`src/rtl/lsb_rs_pkg.sv`:
```
// Shared types and widths for the load/store reservation station.
// Holds the entry record and the helpers the station and its bench use.
package lsb_rs_pkg;

    localparam int ROB_ID_W      = 5;
    localparam int XLEN          = 32;
    localparam int DEPTH_DEFAULT = 8;

    typedef struct packed {
        logic                valid;
        logic [ROB_ID_W-1:0] rob_id;
        logic                qj_valid;
        logic [ROB_ID_W-1:0] qj;
        logic [XLEN-1:0]     vj;
        logic [XLEN-1:0]     imm;
    } rs_entry_t;

    function automatic logic entry_ready(input rs_entry_t e);
        return e.valid & ~e.qj_valid;
    endfunction

    // Effective address: a plain 32-bit add with the carry out discarded.
    function automatic logic [XLEN-1:0] agen(input logic [XLEN-1:0] base,
                                             input logic [XLEN-1:0] imm);
        return base + imm;
    endfunction

endpackage

```
`src/rtl/lsb_rs_select.sv`:
```
// Priority picker: returns the lowest-index set request bit and a found flag.
// It is used both to find a free slot and to find a ready entry.
module lsb_rs_select #(
    parameter int N     = 8,
    parameter int IDX_W = $clog2(N)
) (
    input  logic [N-1:0]     req,
    output logic [IDX_W-1:0] idx,
    output logic             found
);

    // Scanning downward lets the lowest set bit win the final assignment.
    always_comb begin
        idx   = '0;
        found = 1'b0;
        for (int i = N - 1; i >= 0; i--) begin
            if (req[i]) begin
                idx   = IDX_W'(i);
                found = 1'b1;
            end
        end
    end

endmodule

```
`src/rtl/lsb_rs_issue.sv`:
```
// Memory-op reservation station feeding the LSB address ALU.
// Optional macro LSB_RS_ISSUE_BYPASS_EN lets a ready dispatch skip the entry array.
module lsb_rs_issue
    import lsb_rs_pkg::*;
#(
    parameter int DEPTH = DEPTH_DEFAULT
) (
    input  logic                clk_in,
    input  logic                rst_in,
    input  logic                rdy_in,
    input  logic                _clear,
    input  logic                _dispatch_valid,
    input  logic [ROB_ID_W-1:0] _dispatch_rob_id,
    input  logic                _dispatch_qj_valid,
    input  logic [ROB_ID_W-1:0] _dispatch_qj,
    input  logic [XLEN-1:0]     _dispatch_vj,
    input  logic [XLEN-1:0]     _dispatch_imm,
    output logic                _rs_full,
    input  logic                _cdb_valid,
    input  logic [ROB_ID_W-1:0] _cdb_rob_id,
    input  logic [XLEN-1:0]     _cdb_value,
    input  logic                _alu_full,
    output logic                _alu_ready,
    output logic [ROB_ID_W-1:0] _alu_rob_id,
    output logic [XLEN-1:0]     _alu_value
);

    localparam int IDX_W = $clog2(DEPTH);

    rs_entry_t        entries [DEPTH];
    logic [DEPTH-1:0] valid_vec;
    logic [DEPTH-1:0] ready_vec;
    logic [IDX_W-1:0] free_idx;
    logic [IDX_W-1:0] sel_idx;
    logic             free_found;
    logic             sel_found;

    logic             disp_cdb_hit;
    logic             disp_qj_valid;
    logic [XLEN-1:0]  disp_vj;
    logic             disp_accept;
    logic             issue_fire;
    logic             direct_issue;

    always_comb begin
        valid_vec = '0;
        ready_vec = '0;
        for (int i = 0; i < DEPTH; i++) begin
            valid_vec[i] = entries[i].valid;
            ready_vec[i] = entry_ready(entries[i]);
        end
    end

    assign _rs_full = &valid_vec;

    lsb_rs_select #(.N(DEPTH), .IDX_W(IDX_W)) u_free_sel (
        .req   (~valid_vec),
        .idx   (free_idx),
        .found (free_found)
    );

    lsb_rs_select #(.N(DEPTH), .IDX_W(IDX_W)) u_ready_sel (
        .req   (ready_vec),
        .idx   (sel_idx),
        .found (sel_found)
    );

    // A producer broadcasting in the dispatch cycle would otherwise be missed forever.
    assign disp_cdb_hit  = _cdb_valid & _dispatch_qj_valid & (_cdb_rob_id == _dispatch_qj);
    assign disp_qj_valid = _dispatch_qj_valid & ~disp_cdb_hit;
    assign disp_vj       = disp_cdb_hit ? _cdb_value : _dispatch_vj;

    assign disp_accept = _dispatch_valid & free_found;
    assign issue_fire  = sel_found & ~_alu_full;

`ifdef LSB_RS_ISSUE_BYPASS_EN
    assign direct_issue = disp_accept & ~disp_qj_valid & ~sel_found & ~_alu_full;
`else
    assign direct_issue = 1'b0;
`endif

    // Free-slot search uses pre-edge state, so a slot freed by issue waits a cycle.
    always_ff @(posedge clk_in or posedge rst_in) begin
        if (rst_in) begin
            for (int i = 0; i < DEPTH; i++) begin
                entries[i] <= '0;
            end
            _alu_ready  <= 1'b0;
            _alu_rob_id <= '0;
            _alu_value  <= '0;
        end else if (rdy_in) begin
            if (_clear) begin
                for (int i = 0; i < DEPTH; i++) begin
                    entries[i].valid <= 1'b0;
                end
                _alu_ready <= 1'b0;
            end else begin
                _alu_ready <= 1'b0;

                for (int i = 0; i < DEPTH; i++) begin
                    if (entries[i].valid && entries[i].qj_valid &&
                        _cdb_valid && (entries[i].qj == _cdb_rob_id)) begin
                        entries[i].qj_valid <= 1'b0;
                        entries[i].vj       <= _cdb_value;
                    end
                end

                if (issue_fire) begin
                    entries[sel_idx].valid <= 1'b0;
                    _alu_ready  <= 1'b1;
                    _alu_rob_id <= entries[sel_idx].rob_id;
                    _alu_value  <= agen(entries[sel_idx].vj, entries[sel_idx].imm);
                end else if (direct_issue) begin
                    _alu_ready  <= 1'b1;
                    _alu_rob_id <= _dispatch_rob_id;
                    _alu_value  <= agen(disp_vj, _dispatch_imm);
                end

                if (disp_accept && !direct_issue) begin
                    entries[free_idx] <= '{valid:    1'b1,
                                           rob_id:   _dispatch_rob_id,
                                           qj_valid: disp_qj_valid,
                                           qj:       _dispatch_qj,
                                           vj:       disp_vj,
                                           imm:      _dispatch_imm};
                end
            end
        end
    end

endmodule

```
`config.mk`:
```
export PLATFORM = sky130hd
export DESIGN_NAME = lsb_rs_issue
export DESIGN_NICKNAME = d
export VERILOG_FILES = /design/src/rtl/lsb_rs_pkg.sv /design/src/rtl/lsb_rs_select.sv /design/src/rtl/lsb_rs_issue.sv
export SDC_FILE = /design/constraint.sdc
export NUM_CORES = 2
export LEC_CHECK = 0
export ABC_CLOCK_PERIOD_IN_PS = 22000
export BUFFER_PORTS_ARGS = -buffer_cell sky130_fd_sc_hd__clkbuf_2
export CAP_MARGIN = 20
export CORE_ASPECT_RATIO = 1.1
export CORE_MARGIN = 2
export CORE_UTILIZATION = 45
export CTS_BUF_LIST = sky130_fd_sc_hd__clkbuf_8
export CTS_CLUSTER_DIAMETER = 80
export DETAILED_ROUTE_END_ITERATION = 16
export PLACE_DENSITY_LB_ADDON = 0.25
export SYNTH_ARGS = -nofsm -noshare
export SYNTH_HDL_FRONTEND = slang
export SYNTH_SLANG_ARGS = --single-unit
export TNS_END_PERCENT = 1
```
`constraint.sdc`:
```
create_clock -name clk_in -period 22 [get_ports clk_in]
set_input_delay 0 -clock clk_in [delete_from_list [all_inputs] [get_ports clk_in]]
set_output_delay 0 -clock clk_in [all_outputs]
set_load 0.05 [all_outputs]
```
# --- After elaboration in Yosys (flattened, before gate mapping) ---
# Cells that the tools add are included.
classes:
  add_sub_neg: 1
  n_lt_le_gt_ge: 4
  eq_ne: 9
  n_mux: 104
  bitwise: 27
  n_reduce_logical: 29
op_table:
  columns: ["cell", "count"]
  rows:
  - ["two-way mux 608 bit", 4]
  - ["bitwise mux 608 bit", 2]
  - ["two-way mux 32 bit", 25]
  - ["demux 76 bit (select 3 bit)", 2]
  - ["binary-select mux 76 bit (select 3 bit)", 1]
  - ["two-way mux 76 bit", 2]
  - ["two-way mux 75 bit", 2]
  - ["two-way mux 1 bit", 50]
  - ["two-way mux 3 bit", 16]
  - ["== test 5 bit", 9]
  - ["adder 32 bit", 1]
  - ["logical AND 1 bit", 26]
  - ["AND 1 bit", 13]
  - ["NOT 1 bit", 11]
  - ["greater-or-equal comparator 4 bit (second input constant)", 2]
  - ["less-than comparator 4 x 1 -> 1 bit (second input constant)", 2]
  - ["NOT 3 -> 4 bit", 2]
  - ["NOT 8 bit", 1]
  - ["AND reduction 8 bit", 1]
  - ["AND reduction 3 bit", 1]
  - ["AND reduction 2 bit", 1]
totals:
  regBits: 646
  inputBits: 119
  out_inout_bits: 39
  word_cells: 225

# --- Logic depth before layout (Yosys ltp) ---
depth:
  depth_word: 22
  depth_mapped: 21
  depth_no_buf: 17

# --- Modules after synthesis ---
# Synthesis repeated with hierarchy kept, for this count alone.
unflattened:
  hier_cells: 2776
  hier_area_um2: 32593.8
by_module_without_submodules:
  columns: ["module", "instances", "cells_per_inst", "area_per_inst_um2", "seq_area_each_um2"]
  rows:
  - ["lsb_rs_issue", 1, 2750, 32433.6, 16165.5]
  - ["lsb_rs_select", 2, 13, 80.1, 0.0]

# --- Least setup slack after synthesis ---
# OpenSTA, ideal clock, no wires.
synth_path:
  path_kind: "flip-flop to flip-flop"
  from: "register entries[601] in the netlist's numbering"
  to: "register _alu_value[22]"
  setup_time_ps: 129
  arrival_ps: 4260
  required_ps: 21871
  path_slack_ps: 17611
  stages_incl_launch_ff: 19
  n_path_buf: 2
  period_less_slack_ps: 4389
  cell_sequence: "dfrtp_1 and2b_4 nor3_1 a211o_1 buf_6 clkbuf_1 nand2_1 a21oi_1 or4_1 ha_1 fa_1 a211oi_2 o211ai_1 a221oi_2 a41oi_2 a311oi_2 o21ai_1 xnor2_1 o21ai_1"
synth_via:
  elab_chain_len: 8
  word_cells_on_any_way: 11
  classes_between: "1 x add/sub; 5 x mux; 4 x bitwise; 1 x reduce/logical"
synth_rtl:
  columns: ["element", "line", "rtl"]
  rows:
  - ["from (decl)", "lsb_rs_issue.sv:30", "rs_entry_t entries [DEPTH];"]
  - ["from (signal, indexed assignment)", "lsb_rs_issue.sv:120", "entries[free_idx] <= '{valid: 1'b1,"]
  - ["NOT 1 bit *", "lsb_rs_pkg.sv:19", "return e.valid & ~e.qj_valid;"]
  - ["AND 1 bit *", "lsb_rs_pkg.sv:19", null]
  - ["two-way mux 3 bit", "lsb_rs_select.sv:17", "if (req[i]) begin"]
  - ["NOT 3 -> 4 bit (not written as such)", "lsb_rs_issue.sv:112", "_alu_value <= agen(entries[sel_idx].vj, entries[sel_idx].imm);"]
  - ["binary-select mux 76 bit (select 3 bit)", "lsb_rs_issue.sv:112", null]
  - ["two-way mux 75 bit (not written as such) (2 in series)", "lsb_rs_issue.sv:112", null]
  - ["adder 32 bit", "lsb_rs_pkg.sv:25", "return base + imm;"]
  - ["to (signal assigned)", "lsb_rs_issue.sv:112", null]
  - ["to (signal assigned)", "lsb_rs_issue.sv:116", "_alu_value <= agen(disp_vj, _dispatch_imm);"]
  - ["to (decl)", "lsb_rs_issue.sv:25", "output logic [XLEN-1:0] _alu_value"]
# Every way passes the cells marked *; elsewhere a longest branch is shown, timed or not. The select of a mux whose other input is x is not followed.
# A chain may end at the register's enable or synchronous reset.

# --- Worst setup path in the final report ---
layout_path:
  from: "register entries[607] in the netlist's numbering"
  to: "register _alu_value[30]"
layout_via:
  elab_chain_len: 7
  word_cells_on_any_way: 10
  classes_between: "1 x add/sub; 5 x mux; 3 x bitwise; 1 x reduce/logical"
layout_rtl:
  columns: ["element", "line"]
  rows:
  - ["AND 1 bit *", "lsb_rs_pkg.sv:19"]
  - ["two-way mux 3 bit", "lsb_rs_select.sv:17"]
  - ["NOT 3 -> 4 bit (not written as such)", "lsb_rs_issue.sv:112"]
  - ["binary-select mux 76 bit (select 3 bit)", "lsb_rs_issue.sv:112"]
  - ["two-way mux 75 bit (not written as such) (2 in series)", "lsb_rs_issue.sv:112"]
  - ["adder 32 bit", "lsb_rs_pkg.sv:25"]
# Marks and branches as above.

==> flow_metrics.py <==
metrics = {
    "run_status": {
        "status": "completed",
    },
    "pwr": {
        "ir_drop_uv": 47.3,
        "total_power_uw": 3380,
        "p_leak_uw": 0.0171,
        "power_density_nw_per_um2": 90.2,
    },
    "cells_and_area": {
        "nets": 3739,
        "syn_to_final_growth_pct": 14.8,
        "drive_gt1_frac": 0.188,
    },
    "timing": {
        "drv_slew": 0,
        "skew_ns": 0.0404,
        "fin_setup_tns_ns": 0,
        "tightestPinTransition_ns": 1.32,
        "setup_slack_ns": 15.78,
        "final-hold-violation-count": 0,
        "clock.fmax_ghz": 0.161,
        "rsz0062_at_grt": "false",
        "hold_slack_ns": 0.0905,
        "setup_viol": 0,
        "period_minus_slack_ns": 6.22,
        "period_share": 0.283,
        "timing.slew.headroom": 0.118,
    },
    "floorplan": {
        "initial_core_util": 0.455,
        "die_w_um": 261,
        "row_count": 103,
        "core_um2": 71800,
        "fp.dieArea_um2": 74700,
        "die_y_um": 286,
        "ios": 158,
    },
    "global_route": {
        "antenna_found_initial": 3,
        "grt.total_usage": 0.287,
        "grt_start_max_net_pins": 256,
        "grt_pass1_vias": 27357,
        "grt_first_pass_wirelength_um": 165000,
        "overflow": 0,
    },
    "cts": {
        "clk_latency_ns": 0.75,
        "clock_sinks": 646,
        "cts_max_path_buffers": 3,
        "cts_root_buf": "clkbuf_8",
        "cts-buffers-inserted": 110,
        "cts_setup_buffers": 0,
        "htree_levels": 3,
        "path_clk_slew_ns": 0.07,
        "cts_tree": "done",
    },
    "routing": {
        "drc_errors": 0,
        "wl_per_cell_um": 23.4,
        "drt-vias-per-instance": 6.01,
        "vias": 27655,
        "drtIter0Drc": 2881,
        "first_pass_iters": 6,
        "ant_nets": 0,
        "totalWireLength_um": 108000,
    },
    "synthesis": {
        "synth.area.top_cells": "dfrtp_1, mux2_2, nand2_1, a21oi_1, o22ai_1",
        "synth_top_area_frac": 0.495,
        "ys_seq_elements": 646,
        "synth-warning-count": 0,
        "synth_top_area_cell": "dfrtp_1",
        "ys_types": 71,
        "ys_async_sr_fraction": 1.00,
        "avgSynthCellArea_um2": 9.59,
        "synth_area_um2": 32600,
        "syn_inst": 3404,
        "synth_ff_type": "dfrtp_1",
        "synth-edff-count": 0,
        "ys_seq_area_frac": 0.495,
        "synth_nets": 3555,
    },
    "setup_path": {
        "path_max_fanout": 122,
        "endpoint_kind": "register",
        "path_class": "register to register",
        "r2r_cells": 18,
        "critPathLaunchType": "register",
        "cp.arrival_ns": 6.79,
        "required_ns": 22.58,
    },
    "placed_design": {
        "gp_congestion": 0.864,
        "dp_hpwl_um": 59900,
        "place.port_buffers": 157,
        "dp_slack_ns": 15.98,
    },
    "job": {
        "max_cap_violations": 0,
    },
    "hold_path": {
        "hold_depth": 4,
        "hold_class": "input port to register",
    },
}
-- sequential cells by signal (all words and copies together), names as in the netlist --
name and flops:
entries 608, _alu_rob_id 5, _alu_ready 1, _alu_value 32
-- critical path, stage by stage, from the launching register on --
cell	delay, ns
dfrtp_1	0.47
and2b_4	0.23
nor3_1	0.43
a211o_4	0.85
buf_12	0.54
buf_4	0.71
nand2_1	0.12
nand3_1	0.11
and4_1	0.37
ha_1	0.38
a2111oi_0	0.67
nand3_1	0.22
o21ai_1	0.21
nor2_1	0.06
o21ai_1	0.11
a31o_2	0.21
o21ai_1	0.09
xnor2_1	0.14
o21ai_1	0.08
-- cells in the final DEF (no fill, tap or decap), drive strengths merged, types with 4 or more instances in the layout --
cell and count:
xor2 48, a21o 16, nor3 14, buf 55, o21ai 58, ha 31
and3 13, nor4 14, inv 68, nor2 282, mux2 370, o211ai 6
a31oi 4, dlygate4sd3 144, o22ai 264, a21oi 355, nand2b 11, a211oi 6
nand4 7, nor2b 6, o21a 4, or4 14, nand3 219, xnor2 26
dfrtp 646, clkbuf 282, a222oi 10, nand2 592, and4 48
-- synthesized netlist by cell type (all sizes together) (16+ instances only) --
cell and n:
mux2 370, a21o 16, o21ai 58, nor2 282, xnor2 26, clkbuf 133, and4 48, nand2 592
xor2 48, inv 20, nand3 219, a21oi 355, buf 151, dfrtp 646, ha 31, o22ai 264
-- cell families (layout without fill, tap and decap cells) --
family,count (synthesis),count (layout),synth area share
AND/OR/NAND/NOR,1236,1236,0.168
AO/OA/AOI/OAI,740,740,0.131
flip-flops,646,646,0.495
multiplexers,372,372,0.132
buffers and inverters,304,556,0.0407
XOR/XNOR,74,74,0.0199
adder cells (fa/ha/maj),32,32,0.0125
other,0,2,0
-- power by group --
part	internal, uW	switching (uW)
Sequential	1350	107
Clock	520	488
Combinational	330	590
Total	2200	1190
-- what timing repair did --
item	4_1_cts	5_1_grt
hold endpoints to repair	700	0
resized for setup	0	0
hold buffers	144	0
-- metrics by stage --
stage | cells | util | cell area (um^2)
3_5_place_dp | 4276 | 0.474 | 34000
3_3_place_gp | 4276 | 0.474 | 34000
6_report | 4603 | 0.522 | 37500
2_1_floorplan | 3404 | - | 32600
5_1_grt | 4603 | 0.522 | 37500
4_1_cts | 4600 | 0.522 | 37400
-- final cells by class --
type                       count  area, um^2
clock buffer                 125        1720
sequential                   646       16200
timing repair buffer         356        2700
inverter                      20        82.6
tap                          945        1180
fill                        6657       34300
multi-input combinational   2454       15400
antenna                        2        5.00
clock inverter                55         253
-- worst paths after layout --
path                            startpoint              to  slack, ns
min in group asynchronous           rst_in    entries[220]       0.50
max in group asynchronous           rst_in    entries[125]      18.47
min reg2reg                 _alu_rob_id[3]  _alu_rob_id[3]       0.48
max                           entries[607]  _alu_value[30]      15.78
min                        _dispatch_valid    entries[601]       0.09
max reg2reg                   entries[607]  _alu_value[30]      15.78
-- metal layers --
metal,share of wire,track usage,up-vias
met1,0.43,0.403,13755
met2,0.46,0.446,1253
met4,0.034,0.0991,2
met3,0.084,0.0529,265
met5,0.000074,0,-
li1,-,-,12380
(Power assumes the default switching activity.)
